File: config.mk
export PLATFORM = sky130hd
export DESIGN_NAME = matmul_engine
export DESIGN_NICKNAME = d
export VERILOG_FILES = /design/src/rtl/matmul_engine.sv
export SDC_FILE = /design/constraint.sdc
export NUM_CORES = 1
export LEC_CHECK = 0
export CORE_MARGIN = 5
export CORE_UTILIZATION = 60
export DETAILED_ROUTE_END_ITERATION = 16
export HOLD_SLACK_MARGIN = 0.06
export PLACE_DENSITY = 0.82
export RECOVER_POWER = 25
export SETUP_SLACK_MARGIN = 0.05
export SYNTH_ARGS = -nofsm -noshare
export SYNTH_HDL_FRONTEND = slang
export SYNTH_SLANG_ARGS = --single-unit
File: constraint.sdc
create_clock -name clk -period 9.6 [get_ports clk]
set_clock_uncertainty 0.2 [all_clocks]
set_input_delay 1.92 -clock clk [delete_from_list [all_inputs] [get_ports clk]]
set_output_delay 1.92 -clock clk [all_outputs]
set_load 0.01 [all_outputs]
File: src/rtl/matmul_engine.sv
// matmul_engine: signed N x N matrix multiply, C = A x B or A x B^T, column-major RAMs.
// Optional output saturation is enabled by defining MATMUL_SAT_EN (default build wraps).
module matmul_engine #(
    parameter int N     = 8,
    parameter int DW    = 8,
    parameter int LANES = 2,
    parameter int CW    = 2*DW+$clog2(N),
    parameter int CCW   = 16,
    localparam int AW   = 2*$clog2(N)
) (
    input  logic                  clk,
    input  logic                  reset,
    input  logic                  start,
    input  logic                  trans_b,
    output logic                  busy,
    output logic                  done,
    output logic [CCW-1:0]        cycle_count,
    output logic [LANES*AW-1:0]   a_addr,
    input  logic [LANES*DW-1:0]   a_rdata,
    output logic [AW-1:0]         b_addr,
    input  logic [DW-1:0]         b_rdata,
    output logic                  c_we,
    output logic [AW-1:0]         c_addr,
    output logic [CW-1:0]         c_wdata
);

    localparam int LN  = $clog2(N);
    localparam int KW  = LN + 1;
    localparam int NG  = N / LANES;
    localparam int WLW = (LANES > 1) ? $clog2(LANES) : 1;
    localparam int RGW = (NG > 1) ? $clog2(NG) : 1;
    localparam int ACW = 2*DW + LN;
    localparam int MW  = (CW > ACW) ? CW : ACW;

    localparam logic [1:0] S_IDLE  = 2'd0;
    localparam logic [1:0] S_MAC   = 2'd1;
    localparam logic [1:0] S_WRITE = 2'd2;
    localparam logic [1:0] S_DONE  = 2'd3;

`ifdef MATMUL_SAT_EN
    localparam logic signed [MW-1:0] CMAX =
        {{(MW-CW+1){1'b0}}, {(CW-1){1'b1}}};
    localparam logic signed [MW-1:0] CMIN = ~CMAX;
`endif

    logic [1:0]             state_q, state_d;
    logic [KW-1:0]          k_q, k_d;
    logic [WLW-1:0]         lane_q, lane_d;
    logic [RGW-1:0]         rg_q, rg_d;
    logic [LN-1:0]          col_q, col_d;
    logic                   trans_q, trans_d;
    logic [CCW-1:0]         cnt_q, cnt_d;
    logic signed [ACW-1:0]  acc_q [LANES];
    logic signed [ACW-1:0]  acc_d [LANES];
    logic [LANES*AW-1:0]    a_addr_q, a_addr_d;
    logic [AW-1:0]          b_addr_q, b_addr_d;
    logic                   c_we_q, c_we_d;
    logic [AW-1:0]          c_addr_q, c_addr_d;
    logic [CW-1:0]          c_wdata_q, c_wdata_d;
    logic [LN-1:0]          r0_d;
    logic [LN-1:0]          kk_d;

    // Narrow a full-precision sum to CW bits: clamp or keep the low bits.
    function automatic logic [CW-1:0] reduce(input logic signed [ACW-1:0] v);
        logic signed [MW-1:0] ve;
        ve = MW'(v);
`ifdef MATMUL_SAT_EN
        if (ve > CMAX) begin
            ve = CMAX;
        end else if (ve < CMIN) begin
            ve = CMIN;
        end
`endif
        return ve[CW-1:0];
    endfunction

    // Sequencer: k inner, row groups middle, columns outer.
    always_comb begin
        state_d = state_q;
        k_d     = k_q;
        lane_d  = lane_q;
        rg_d    = rg_q;
        col_d   = col_q;
        trans_d = trans_q;
        cnt_d   = cnt_q;
        unique case (state_q)
            S_IDLE: begin
                if (start) begin
                    state_d = S_MAC;
                    trans_d = trans_b;
                    cnt_d   = '0;
                    col_d   = '0;
                    rg_d    = '0;
                    k_d     = '0;
                    lane_d  = '0;
                end
            end
            S_MAC: begin
                cnt_d = cnt_q + 1'b1;
                if (k_q == KW'(N)) begin
                    state_d = S_WRITE;
                    k_d     = '0;
                    lane_d  = '0;
                end else begin
                    k_d = k_q + 1'b1;
                end
            end
            S_WRITE: begin
                cnt_d = cnt_q + 1'b1;
                if (lane_q == WLW'(LANES-1)) begin
                    lane_d = '0;
                    if (rg_q == RGW'(NG-1)) begin
                        rg_d = '0;
                        if (col_q == LN'(N-1)) begin
                            state_d = S_DONE;
                        end else begin
                            col_d   = col_q + 1'b1;
                            state_d = S_MAC;
                        end
                    end else begin
                        rg_d    = rg_q + 1'b1;
                        state_d = S_MAC;
                    end
                end else begin
                    lane_d = lane_q + 1'b1;
                end
            end
            S_DONE: begin
                state_d = S_IDLE;
            end
            default: begin
                state_d = S_IDLE;
            end
        endcase
    end

    // Accumulate returned products; the first product of a group loads.
    always_comb begin
        acc_d = acc_q;
        if (state_q == S_MAC && k_q != '0) begin
            for (int l = 0; l < LANES; l++) begin
                acc_d[l] = (k_q == KW'(1) ? '0 : acc_q[l])
                         + ACW'($signed(a_rdata[l*DW +: DW])
                                * $signed(b_rdata));
            end
        end
    end

    // Next-cycle addresses and write data, registered for the outputs.
    always_comb begin
        r0_d = LN'(rg_d * LANES);
        kk_d = k_d[LN-1:0];
        for (int l = 0; l < LANES; l++) begin
            a_addr_d[l*AW +: AW] = {kk_d, r0_d + LN'(l)};
        end
        b_addr_d  = trans_d ? {kk_d, col_d} : {col_d, kk_d};
        c_we_d    = (state_d == S_WRITE);
        c_addr_d  = c_we_d ? {col_d, r0_d + LN'(lane_d)} : c_addr_q;
        c_wdata_d = c_we_d ? reduce(acc_d[lane_d]) : c_wdata_q;
    end

    // State and datapath registers.
    always_ff @(posedge clk or negedge reset) begin
        if (!reset) begin
            state_q   <= S_IDLE;
            k_q       <= '0;
            lane_q    <= '0;
            rg_q      <= '0;
            col_q     <= '0;
            trans_q   <= 1'b0;
            cnt_q     <= '0;
            a_addr_q  <= '0;
            b_addr_q  <= '0;
            c_we_q    <= 1'b0;
            c_addr_q  <= '0;
            c_wdata_q <= '0;
            for (int l = 0; l < LANES; l++) begin
                acc_q[l] <= '0;
            end
        end else begin
            state_q   <= state_d;
            k_q       <= k_d;
            lane_q    <= lane_d;
            rg_q      <= rg_d;
            col_q     <= col_d;
            trans_q   <= trans_d;
            cnt_q     <= cnt_d;
            a_addr_q  <= a_addr_d;
            b_addr_q  <= b_addr_d;
            c_we_q    <= c_we_d;
            c_addr_q  <= c_addr_d;
            c_wdata_q <= c_wdata_d;
            for (int l = 0; l < LANES; l++) begin
                acc_q[l] <= acc_d[l];
            end
        end
    end

    assign busy        = (state_q == S_MAC) || (state_q == S_WRITE);
    assign done        = (state_q == S_DONE);
    assign cycle_count = cnt_q;
    assign a_addr      = a_addr_q;
    assign b_addr      = b_addr_q;
    assign c_we        = c_we_q;
    assign c_addr      = c_addr_q;
    assign c_wdata     = c_wdata_q;

endmodule

Yosys cells after proc, flatten, opt, wreduce, memory -nomap -nowiden
Cells that the tools add are included.
- output and inout port bits: 62
- input bits: 28
- flip-flop bits (word level): 110
- word-level logic and storage cells: 79
- mux-type cells: 33
- $add $sub $neg: 9
- $mul: 2
- reductions and logical operators: 9
- equal/unequal tests: 9
- bitwise gates (word level): 1
- magnitude comparators: 1
- operators with widths (operator ; count):
    $mux W19 ; 5
    $add A19 B19 Y19 ; 2
    $mux W38 ; 1
    $mul A8 B8 Y16 ; 2
    $pmux W16 S2 ; 1
    $add A16 B1 Y16 const B ; 1
    $mux W16 ; 1
    $mux W2 ; 8
    $mux W3 ; 4
    $eq A2 B2 Y1 const B ; 4
    $mux W4 ; 2
    $pmux W2 S4 ; 1
    $pmux W4 S2 ; 1
    $add A3 B1 Y3 const B ; 2
    $mux W6 ; 1
    $pmux W3 S2 ; 1
    $mux W1 ; 5
    $add A4 B1 Y4 const B ; 1
    $eq A4 B1 Y1 const B ; 1
    $eq A4 B4 Y1 const B ; 1
    $pmux W2 S2 ; 1
    $reduce_and A2 Y1 ; 2
    $reduce_bool A2 Y1 ; 2
    $reduce_bool A4 Y1 ; 1
    13 further kinds ; 13

Logic depth before layout (Yosys ltp)
- depth after elaboration: 7
- depth in mapped cells: 29
- depth with buffers taken out: 28

Worst setup path after synthesis
OpenSTA, ideal clock, no wires.
- path type: input to register
- start: input b_rdata[6]
- end: register c_wdata_q[18], in the netlist c_wdata[18]
- arrival: 7990 ps
- path buffers: 1
- slack: 1284 ps
- stages: 24
- required time: 9274 ps
- setup time: 126 ps
- path through: clkbuf_1 nand2_1 fa_1 fa_1 inv_1 fa_1 inv_1 fa_1 inv_1 ha_1 a21oi_1 o21ai_1 o311a_1 a311o_1 o31ai_4 xor2_1 inv_1 ha_1 o311ai_0 a21oi_1 o221ai_2 mux2_4 o221a_1 a221o_1
- cells in the longest elaborated chain, start to end: 6
- elaborated cells on any way between the ends: 8
- classes of those cells: add/sub: 2; mul: 2; mux: 4
- RTL lines (item ; line ; RTL):
    start: declaration ; 21 ; input logic [DW-1:0] b_rdata,
    $mul A8 B8 Y16 ; 144 ; * $signed(b_rdata));
    $add A19 B19 Y19 ; 143 ; + ACW'($signed(a_rdata[l*DW +: DW])
    $mux W38 (*) ; 140 ; if (state_q == S_MAC && k_q != '0) begin
    $mux W19 (not written as such) (*) (3 in series) ; 159 ; c_wdata_d = c_we_d ? reduce(acc_d[lane_d]) : c_wdata_q;
    end signal: assignment ; 192 ; c_wdata_q <= c_wdata_d;
    end: declaration ; 59 ; logic [CW-1:0] c_wdata_q, c_wdata_d;
Every way passes the cells marked *; elsewhere a longest branch is shown, timed or not. The select of a mux whose other input is x is not followed.
A chain may end at the register's enable or synchronous reset.

Worst setup path in the final report
- start: input b_rdata[7]
- end: register c_wdata_q[18], in the netlist c_wdata[18]
Same word-level chain as after synthesis.

==> reports/qor.csv <==
stage,metric,value,unit
worst_setup_path,worstSetupPathType,primary input to flop,
sta,clock.fmax,110,MHz
sta,rsz0062_at_grt,no,
final_layout,final_common_cell,inv_1,
synthesis,avgSynthCellArea,8.89,um^2
placement,placed_cell_area,12500,um^2
sta,setup_viol,0,
die,ios,90,
die,die_area,21900,um^2
route,wl,24800,um
route,num_vias,8758,
outcome,status,"complete, but fails checks",
synthesis,syn_nets,1528,
clocking,hold_buffers,0,
clocking,cts_resized,0,
synthesis,yosysSeqAreaShare,21.9,%
clocking,path_clk_slew,0.07,ns
route,drtIter0Drc,502,
final_layout,diodes,0,
route,wl_per_cell,15.6,um
sta,whs,0.283,ns
run,maxCapViolations,2,
final_layout,fin_area,12800,um^2
placement,hpwlAfterDp,19700,um
worst_setup_path,worst_ep_arrival_time,9.14,ns
sta,fin_setup_tns,0,ns
global_routing,grtUsageTotal,23.7,%
die,die_w,148,um
synthesis,ys.warnings.count,0,
sta,max_slew_margin,-111,%
clocking,clk_latency,0.34,ns
clocking,post-cts-setup-buffers,0,
synthesis,ys.flop_type,dfrtp_1,
global_routing,grt_pass1_vias,8987,
clocking,cts_tree,built,
placement,numPortBuffers,88,
die,die_h,148,um
synthesis,syn_area,11400,um^2
clocking,clk_path_buf_depth,2,
die,start_util,61.0,%
placement,gp_congestion,0.890,
synthesis,synth-edff-count,0,
worst_setup_path,worst-path-max-fanout,10,
sta,finalCritPeriodShare,94.8,%
global_routing,grt_pass1_wl,43000,um
worst_setup_path,startpoint_type,primary input,
worst_setup_path,cp.required,9.63,ns
final_layout,fin_util,68.3,%
worst_setup_path,endpoint_kind,flop,
clocking,htreeDepth,3,
final_layout,regArea,2500,um^2
route,viasPerCell,5.50,
global_routing,grt_start_max_net_pins,65,
die,core.rowCount,50,
die,core_area,18700,um^2
clocking,numCtsBuffers,9,
global_routing,antenna_found_initial,0,
sta,finalHoldViolations,0,
clocking,cts_sinks,100,
synthesis,async_reset_ff_share,100,%
final_layout,multi_input_area,8000,um^2
clocking,cts.root.buffer_cell,clkbuf_16,
final_layout,fin_nets,1597,
sta,tightest_slew,3.17,ns
route,antenna_left,0,
final_layout,fill_cells,1440,
final_layout,syn_to_final_growth,12.0,%
synthesis,synth_cell_types,60,
synthesis,synth.ff_latch_count,100,
min_path,hold_path_class,flop to flop,
final_layout,drive_above_1_share,3.32,%
sta,slew_viol_final,103,
final_layout,final_cell_mix,"inv_1, nand2_1, and2_1",
sta,fin_crit,9.10,ns
global_routing,grt_overflow,0,
synthesis,synthCells,1283,
outcome,violations,"max-capacitance violations, max-slew violations",
route,route.detailed.drc,0,
route,drt_first_pass_iters,4,
==> worst max-delay path: stages <==
cell and delay [ns]:
clkdlybuf4s50_1 0.68, nand2b_1 0.15, fa_1 0.53, fa_1 0.55
inv_1 0.06, fa_1 0.55, inv_1 0.06, fa_1 0.53
inv_1 0.04, ha_1 0.34, a21oi_1 0.15, o21ai_1 0.10
o311a_1 0.31, a311o_1 0.41, o31ai_4 0.30, xor2_1 0.29
inv_1 0.22, ha_1 0.37, o311ai_0 0.36, a21oi_1 0.10
o221ai_2 0.28, mux2_4 0.34, o221a_1 0.22, a221o_1 0.25
==> Yosys cell counts, types with 4 or more instances <==
library cell / n / area share, %
a211oi_1: 6 / 0.39
a21o_1: 11 / 0.72
a21oi_1: 52 / 2.3
a22o_1: 5 / 0.38
a22oi_1: 4 / 0.26
a31oi_1: 4 / 0.22
and2_1: 126 / 6.9
and3_1: 4 / 0.22
buf_4: 10 / 0.66
clkbuf_1: 31 / 1.0
dfrtp_1: 100 / 22
fa_1: 112 / 20
ha_1: 105 / 12
inv_1: 189 / 6.2
mux2_2: 6 / 0.59
mux2i_1: 23 / 2.0
nand2_1: 150 / 4.9
nand2b_1: 13 / 0.71
nand3_1: 15 / 0.66
nor2_1: 47 / 1.5
nor2b_1: 23 / 1.3
nor3_1: 13 / 0.57
o211ai_1: 9 / 0.59
o21a_1: 8 / 0.53
o21ai_0: 72 / 3.2
o21bai_1: 5 / 0.33
o31ai_1: 5 / 0.33
or2_2: 6 / 0.33
or3_1: 6 / 0.33
xnor2_1: 51 / 3.9
xor2_1: 25 / 1.9
==> registers in the layout (all words and copies together), names as in the netlist, 2 cells and up <==
register     cells
acc_q           38
c_wdata         19
cycle_count     16
b_addr           6
c_addr           6
a_addr           5
col_q            3
state_q          2
==> per-stage QoR <==
| step | cells | setup WS (ns) |
|---|---|---|
| CTS | 1591 | 0.555 |
| global placement | 1575 | 0.427 |
| finish | 1591 | 0.496 |
| detailed placement | 1575 | 0.215 |
| floorplan | 1283 | 1.28 |
| global route | 1591 | 0.290 |
==> per-layer routing <==
metal  GRT usage [%]  vias up  wire, um
li1                -     4257         -
met1            33.8     4244     11600
met2            38.3      217     11400
met3            3.56       40      1220
met4            6.19        0       530
met5               0        -         0
==> path summary, 6_finish.rpt <==
path / from / endpoint / slack, ns / depth (start not counted)
hold reg to reg: c_wdata[3] / c_wdata[3] / 0.28 / 2
hold / removal: c_wdata[3] / c_wdata[3] / 0.28 / 2
max in group asynchronous: reset / acc_q[20] / 3.35 / 2
min in group asynchronous: reset / b_addr[3] / 1.98 / 1
setup / recovery: b_rdata[7] / c_wdata[18] / 0.50 / 24
setup reg to reg: a_addr[10] / c_wdata[18] / 5.11 / 17
==> kinds of logic after synthesis <==
kind of cell | Yosys count | share of synthesized area [%]
other | 2 | 0.0658
adder cells (fa/ha/maj) | 217 | 31.2
flip-flops | 100 | 21.9
multiplexers | 30 | 2.74
AND/OR/NAND/NOR | 411 | 18.0
buffers and inverters | 234 | 8.03
AO/OA/AOI/OAI | 210 | 11.6
XOR/XNOR | 79 | 6.37
==> area by class of cell <==
type	count	area share, %
clock inverter	4	0.382
clock buffer	12	1.93
multi-input combinational	949	62.6
sequential	100	19.6
timing repair buffer	101	7.58
inverter	191	5.61
tap	234	2.29
Power is left out: the tool's default activity adds up to more than one toggle a clock period on the data nets, which glitch-free logic cannot reach.
